## config.mk

```make
export PLATFORM = sky130hd
export DESIGN_NAME = gpio_debounce
export DESIGN_NICKNAME = d
export VERILOG_FILES = /design/src/rtl/gpio_debounce_pkg.sv /design/src/rtl/gpio_debounce_bit.sv /design/src/rtl/gpio_debounce.sv
export SDC_FILE = /design/constraint.sdc
export NUM_CORES = 1
export LEC_CHECK = 0
export CAP_MARGIN = 30
export CORE_ASPECT_RATIO = 0.8
export CORE_MARGIN = 5
export CORE_UTILIZATION = 27
export DETAILED_ROUTE_END_ITERATION = 6
export GPL_TIMING_DRIVEN = 0
export RECOVER_POWER = 100
export SKIP_LAST_GASP = 1
export SLEW_MARGIN = 20
export SYNTH_ARGS = -nofsm -noshare
export SYNTH_HDL_FRONTEND = slang
export SYNTH_SLANG_ARGS = --single-unit
```

## constraint.sdc

```tcl
create_clock -name clk_sys_i -period 19.3 [get_ports clk_sys_i]
set_input_delay 4.825 -clock clk_sys_i [delete_from_list [all_inputs] [get_ports clk_sys_i]]
set_output_delay 4.825 -clock clk_sys_i [all_outputs]
set_load 0.03 [all_outputs]
```

## src/rtl/gpio_debounce_pkg.sv

```systemverilog
// Shared constants and helpers for the GPIO input debouncer.
package gpio_debounce_pkg;

  localparam int unsigned DebounceMs = 10;

  // Counter width for a given threshold; a threshold of 1 still needs one bit.
  function automatic int unsigned cnt_width(input int unsigned cycles);
    return (cycles > 1) ? $clog2(cycles) : 1;
  endfunction

  function automatic int unsigned debounce_cycles(input int unsigned clk_hz);
    return clk_hz / 1000 * DebounceMs;
  endfunction

endpackage

```

## src/rtl/gpio_debounce_bit.sv

```systemverilog
// One input bit: two-flop synchroniser, stability counter and registered edge pulses.
module debounce_bit
  import gpio_debounce_pkg::*;
#(
  parameter int unsigned DebounceCycles = 4,
  parameter logic        ResetValue     = 1'b0
) (
  input  logic clk,
  input  logic rst,
  input  logic pin,
  output logic level,
  output logic rise,
  output logic fall,
  output logic accept
);

  localparam int unsigned        CntW   = cnt_width(DebounceCycles);
  localparam logic [CntW-1:0]    CntMax = CntW'(DebounceCycles - 1);

  (* ASYNC_REG = "TRUE" *) logic s1;
  logic            s2;
  logic [CntW-1:0] cnt;

  // Registered-state only, so the top can register an OR of these alongside rise/fall.
  assign accept = (s2 != level) && (cnt == CntMax);

  always_ff @(posedge clk or posedge rst) begin
    if (rst) begin
      s1    <= ResetValue;
      s2    <= ResetValue;
      cnt   <= '0;
      level <= ResetValue;
      rise  <= 1'b0;
      fall  <= 1'b0;
    end else begin
      s1   <= pin;
      s2   <= s1;
      rise <= accept & s2;
      fall <= accept & ~s2;
      if ((s2 == level) || accept) cnt <= '0;
      else                         cnt <= cnt + 1'b1;
      if (accept) level <= s2;
    end
  end

endmodule

```

## src/rtl/gpio_debounce.sv

```systemverilog
// Synchronises and debounces Width independent inputs into levels plus rise/fall events.
module gpio_debounce #(
  parameter int unsigned       Width          = 16,
  parameter int unsigned       DebounceCycles = 400_000,
  parameter logic [Width-1:0]  ResetValue     = '0
) (
  input  logic             clk_sys_i,
  input  logic             rst_sys_i,
  input  logic [Width-1:0] pins_i,
  output logic [Width-1:0] level_o,
  output logic [Width-1:0] rise_o,
  output logic [Width-1:0] fall_o,
  output logic             changed_o
);

  logic [Width-1:0] accept;

  for (genvar i = 0; i < Width; i++) begin : g_bit
    debounce_bit #(
      .DebounceCycles (DebounceCycles),
      .ResetValue     (ResetValue[i])
    ) u_bit (
      .clk    (clk_sys_i),
      .rst    (rst_sys_i),
      .pin    (pins_i[i]),
      .level  (level_o[i]),
      .rise   (rise_o[i]),
      .fall   (fall_o[i]),
      .accept (accept[i])
    );
  end

  // Every accept produces exactly one rise or fall, so this lines up with them.
  always_ff @(posedge clk_sys_i or posedge rst_sys_i) begin
    if (rst_sys_i) changed_o <= 1'b0;
    else           changed_o <= |accept;
  end

endmodule

```

==> results of run 1 <==
flip-flops by register name (all words and copies together), names as in the netlist:
register and flops:
changed_o 1, g_bit.u_bit.cnt 304, g_bit.u_bit.fall 16, g_bit.u_bit.level 16, g_bit.u_bit.rise 16, g_bit.u_bit.s1 16, g_bit.u_bit.s2 16
synthesized netlist by cell type, types with 9 or more instances:
cell type  number  share of area (%)
mux2_2         13               0.83
nor4b_1        17               0.84
nand3_1       127                3.6
nor2_1        333                7.1
buf_4          56                2.4
nor3b_1        33                1.4
and3_1         38                1.3
inv_1          27               0.57
nor3_1         46                1.3
and4_1         15               0.75
or3_1          17               0.60
ha_1           16                1.1
xor2_1        158                7.8
nand4_1        52                1.8
nand2_1        90                1.9
dfrtp_1       385                 55
xnor2_1       124                6.2
nor4_1         26               0.92
and2_1          9               0.32
through the flow:
step	setup TNS [ps]	hold WS [ps]	cells	worst slack, ps	area (um^2)
after floorplan	0	331.2	1680	3776	17630
after global placement	-266540	332.5	2596	-727.5	19350
after detailed placement	0	334.7	2601	12450	19470
after CTS	0	348.1	2680	12550	20920
after global routing	0	353.1	2680	6631	20700
final	0	344.4	2680	8338	20700
power by group through the flow:
| stage | Sequential (W) | Clock (W) | Combinational (W) |
|---|---|---|---|
| 2_1_floorplan | 0.000842 | 0 | 0.0000362 |
| 3_3_place_gp | 0.000844 | 0 | 0.0000502 |
| 6_report | 0.000830 | 0.000833 | 0.0000469 |
| 4_1_cts | 0.000829 | 0.000871 | 0.0000547 |
| 3_5_place_dp | 0.000844 | 0 | 0.0000543 |
| 5_1_grt | 0.000831 | 0.000903 | 0.0000566 |
routing by layer:
layer  GRT usage [%]  vias up  share of wire, %
li1                -     5872                 -
met2           14.74      153                44
met5               0        -                 0
met1           13.76     5765                50
met3           2.220       44               4.4
met4           2.670        0               1.9
cells by family after synthesis:
logic type / synth area share [%]
buffers and inverters: 3.896
multiplexers: 0.9794
AND/OR/NAND/NOR: 24.62
AO/OA/AOI/OAI: 0.7098
flip-flops: 54.65
adder cells (fa/ha/maj): 1.136
XOR/XNOR: 14.01
final cells by class:
type,count,area (um^2),share of cell area (%)
multi-input combinational,1191,7252,35.04
clock inverter,19,227.7,1.100
clock buffer,60,1221,5.900
timing repair buffer,71,726.9,3.512
inverter,27,102.6,0.4957
sequential,385,9634,46.55
tap,850,1064,5.138
buffer,77,470.5,2.273
worst paths after layout:
kind,start,end,slack [ps],cells past startpoint
setup / recovery,rst_sys_i,g_bit[9].u_bit.s2,8340,3
hold / removal,g_bit[11].u_bit.s1,g_bit[11].u_bit.s2,340,0
setup reg to reg,g_bit[15].u_bit.cnt[0],g_bit[15].u_bit.cnt[12],16650,8
hold reg to reg,g_bit[11].u_bit.s1,g_bit[11].u_bit.s2,340,0
max in group clk_sys_i,g_bit[7].u_bit.level,level_o[7],12560,2
min in group asynchronous,rst_sys_i,g_bit[14].u_bit.s1,5140,2
==> flow_summary.ini, run 1 <==
[outcome]
outcome = complete, but fails checks
violations = max-capacitance violations, max-slew violations

[worst_setup_path]
crit_family = buffers and inverters
critical_path_arrival_ps = 10320
worst-path-buf-inv = 3
crit_type = input port to asynchronous set/reset pin
worstSetupEndpointType = asynchronous set/reset pin
cpPeakStageDelay_ps = 3820
cp.required_ps = 18660
path_cells = dlygate4sd3_1 > clkinvlp_2 > clkbuf_1
cpMaxStageDelayCell = clkbuf_1
cp-start-kind = input port
cp_max_fo = 103

[global_routing]
overflow = 0
antenna_found_initial = 0
grt_pass1_vias = 12116
grt_util_all_layers_pct = 9.635
grt_max_degree = 104
grt_pass1_wl_mm = 58.50

[power_and_ir_drop]
power.density_nw_per_um2 = 82.61
power_w = 0.001710
p_comb_share_pct = 2.7
p_leak_nw = 8.860
p_int_w = 0.001331
ir_drop_v = 0.00005223
p_switching_w = 0.0003786
swShare_pct = 22.14
seq_power_share_pct = 48.5
clkPwrFrac_pct = 48.7

[logic_synthesis]
ys_ff_latch = 385
synth_fp_nets = 1714
synth.cell_area_um2 = 17630
synthArstFlopShare_pct = 100.0
synth_warnings = 0
synth_seq_area_share_pct = 54.65
yosysUniqueCellTypes = 50
syn_inst = 1680
synth_edf_count = 0
synth_top_flop_cell = dfrtp_1
synth_area_per_cell_um2 = 10.49

[clock_network]
post_cts_buffers = 0
cts_buffer_depth = 3
cts_tree = yes
clkLatencyLatePin_ps = 560
cts_root_buffer = clkbuf_16
cts_hold_buffers = 0
h-tree-depth = 2
path_clk_slew_ps = 60
ctsResizeCount = 0
clkSinkCount = 385
cts_buffers = 44

[timing]
worst_pin_slew_ps = 5383
clock.fmax_mhz = 91.22
skew_ps = 18.20
drv_slew = 219
hold_violations = 0
fin_crit_sh_pct = 56.80
max-slew-margin-rel_pct = -258.8
period_needed_ps = 10960
rsz0062_at_grt = false
setup_viol = 0

[floorplanning]
initial_core_util_pct = 27.38
coreArea_um2 = 64390
io-pin-count = 67
dieArea_um2 = 70540
die_h_um = 238.6
rows = 83
die_width_um = 295.7

[routing]
avgViaCountPerCell = 4.416
dr.pass1.iters = 5
postRouteAntennaNets = 0
drc_errors = 0
via_count = 11834
wl_per_cell_um = 12.41
routed_wl_mm = 33.25
drtIter0Drc = 603

[cells_and_area]
antenna_cells = 0
drive_gt1_share_pct = 7.650
final_util_pct = 32.15
final.fill_count = 6520
synthToLayoutAreaGrowth_pct = 17.41
num-nets-final = 1831
layout_common_cells = 385 x dfrtp_1, 333 x nor2_1, 158 x xor2_1
final_common_cell = dfrtp_1

[placed_design]
hpwl_mm = 22.44
gp_congestion = 0.7753
io_buffers = 66

[job]
maxCapViolCount = 3

[hold_path]
hp-class = flip-flop to flip-flop
Power figures use the tool's default switching activity.
==> inputs of run 2 (changes only) <==
==> constraint.sdc (replaced) <==
create_clock -name clk_sys_i -period 8.95 [get_ports clk_sys_i]
set_input_delay 2.2375 -clock clk_sys_i [delete_from_list [all_inputs] [get_ports clk_sys_i]]
set_output_delay 2.2375 -clock clk_sys_i [all_outputs]
set_load 0.03 [all_outputs]
==> flow_summary.ini, run 2 (synthesis results as in run 1) <==
[power_and_ir_drop]
p_int_w = 0.002838
power.density_nw_per_um2 = 176.4
p_leak_nw = 8.924
ir_drop_v = 0.00009813
p_comb_share_pct = 3.0
swShare_pct = 22.81
p_switching_w = 0.0008384
seq_power_share_pct = 48.7
clkPwrFrac_pct = 48.3

[outcome]
outcome = complete, but fails checks
violations = max-capacitance violations, max-slew violations

[clock_network]
ctsResizeCount = 0
clkSinkCount = 385
post_cts_buffers = 0
cts_buffer_depth = 3
h-tree-depth = 2
cts_root_buffer = clkbuf_16
cts_tree = yes
cts_hold_buffers = 0
clkLatencyLatePin_ps = 570
cts_buffers = 43
path_clk_slew_ps = 60

[worst_setup_path]
cp_max_fo = 30
ff2ff_setup_slack_ps = 5920
cp.required_ps = 9430
crit_type = input port to asynchronous set/reset pin
critical_path_arrival_ps = 6120
worstSetupEndpointType = asynchronous set/reset pin
cp-start-kind = input port
reg2reg_depth = 6

[routing]
avgViaCountPerCell = 4.488
dr.pass1.iters = 7
via_count = 12068
drtIter0Drc = 600
drc_errors = 0
routed_wl_mm = 34.24
wl_per_cell_um = 12.73
postRouteAntennaNets = 0

[placed_design]
post-place-ws_ps = 4436
dp_cells = 2609
gp_congestion = 0.7865
io_buffers = 66
hpwl_mm = 23.57

[floorplanning]
die_width_um = 295.7
dieArea_um2 = 70540
die_h_um = 238.6
coreArea_um2 = 64390
rows = 83
initial_core_util_pct = 27.38
io-pin-count = 67

[global_routing]
grt_pass1_vias = 12304
grt_pass1_wl_mm = 59.91
overflow = 0
grt_util_all_layers_pct = 9.885
grt_max_degree = 35
antenna_found_initial = 1

[hold_path]
hp-class = flip-flop to flip-flop
min_path_cells = 0

[cells_and_area]
final_util_pct = 32.37
layout_common_cells = 385 x dfrtp_1, 333 x nor2_1, 158 x xor2_1
num-nets-final = 1838
synthToLayoutAreaGrowth_pct = 18.21
instances_no_fill = 2689
drive_gt1_share_pct = 8.102
largest_reg_flops = 304
top_register = g_bit.u_bit.cnt
antenna_cells = 0
final_common_cell = dfrtp_1

[timing]
setup_viol = 0
period_needed_ps = 5640
fin_crit_sh_pct = 63.01
clock.fmax_mhz = 177.3
drv_slew = 59
max-slew-margin-rel_pct = -14.59
hold_violations = 0
skew_ps = 14.58
rsz0062_at_grt = false
setup_ws_ps = 3310
worst_pin_slew_ps = 1719

[job]
maxCapViolCount = 2
[run 2: changes by cell type in the layout (fill, tap and decap cells not counted), sizes merged]
cell      delta
buf          +7
clkinv       +2
bufinv       -1
clkinvlp     +1
[run 2: worst max-delay path, cell delays in order]
cell           delay [ps]
dlygate4sd3_1         550
clkinvlp_2            730
clkbuf_1             1290
buf_12                310
clkbuf_1              960
[run 2: stage by stage]
stage | setup TNS, ps | power (W) | hold slack, ps | instance area, um^2
after floorplan | 0 | 0.001894 | 331.2 | 17630
after global placement | -373670 | 0.001929 | 333.1 | 19360
after detailed placement | 0 | 0.001948 | 337.1 | 19640
after CTS | 0 | 0.003772 | 350.9 | 21070
after global routing | 0 | 0.003850 | 352.6 | 20840
final | 0 | 0.003676 | 347.6 | 20840
[run 2: layout make-up]
class | instances | area, um^2
Clock buffer | 59 | 1196
Tap cell | 850 | 1064
Sequential cell | 385 | 9634
Buffer | 77 | 470.5
Clock inverter | 21 | 234.0
Inverter | 27 | 102.6
Multi-Input combinational cell | 1191 | 7252
Timing Repair Buffer | 79 | 887.1
Fill cell | 6560 | 43550
[run 2: path summary, 6_finish.rpt]
path / startpoint / to
max in group clk_sys_i: g_bit[12].u_bit.level / level_o[12]
worst max-delay path: rst_sys_i / g_bit[14].u_bit.cnt[8]
worst min-delay path: g_bit[14].u_bit.s1 / g_bit[14].u_bit.s2
worst max register to register: g_bit[9].u_bit.cnt[0] / changed_o
worst min register to register: g_bit[14].u_bit.s1 / g_bit[14].u_bit.s2
min in group asynchronous: rst_sys_i / g_bit[15].u_bit.fall
[run 2: per-layer routing]
layer	GRT usage [%]	up-vias	wire length, um
li1	-	5879	-
met1	13.86	5982	16680
met2	15.46	158	15340
met3	2.090	49	1496
met4	2.983	0	729
met5	0	-	0
[run 2: power groups by stage]
stage | logic, W | clock network [W] | registers (W)
final | 0.000112 | 0.00178 | 0.00179
after global routing | 0.000133 | 0.00193 | 0.00179
after CTS | 0.000129 | 0.00186 | 0.00179
after detailed placement | 0.000128 | 0 | 0.00182
after global placement | 0.000109 | 0 | 0.00182
after floorplan | 0.0000783 | 0 | 0.00182
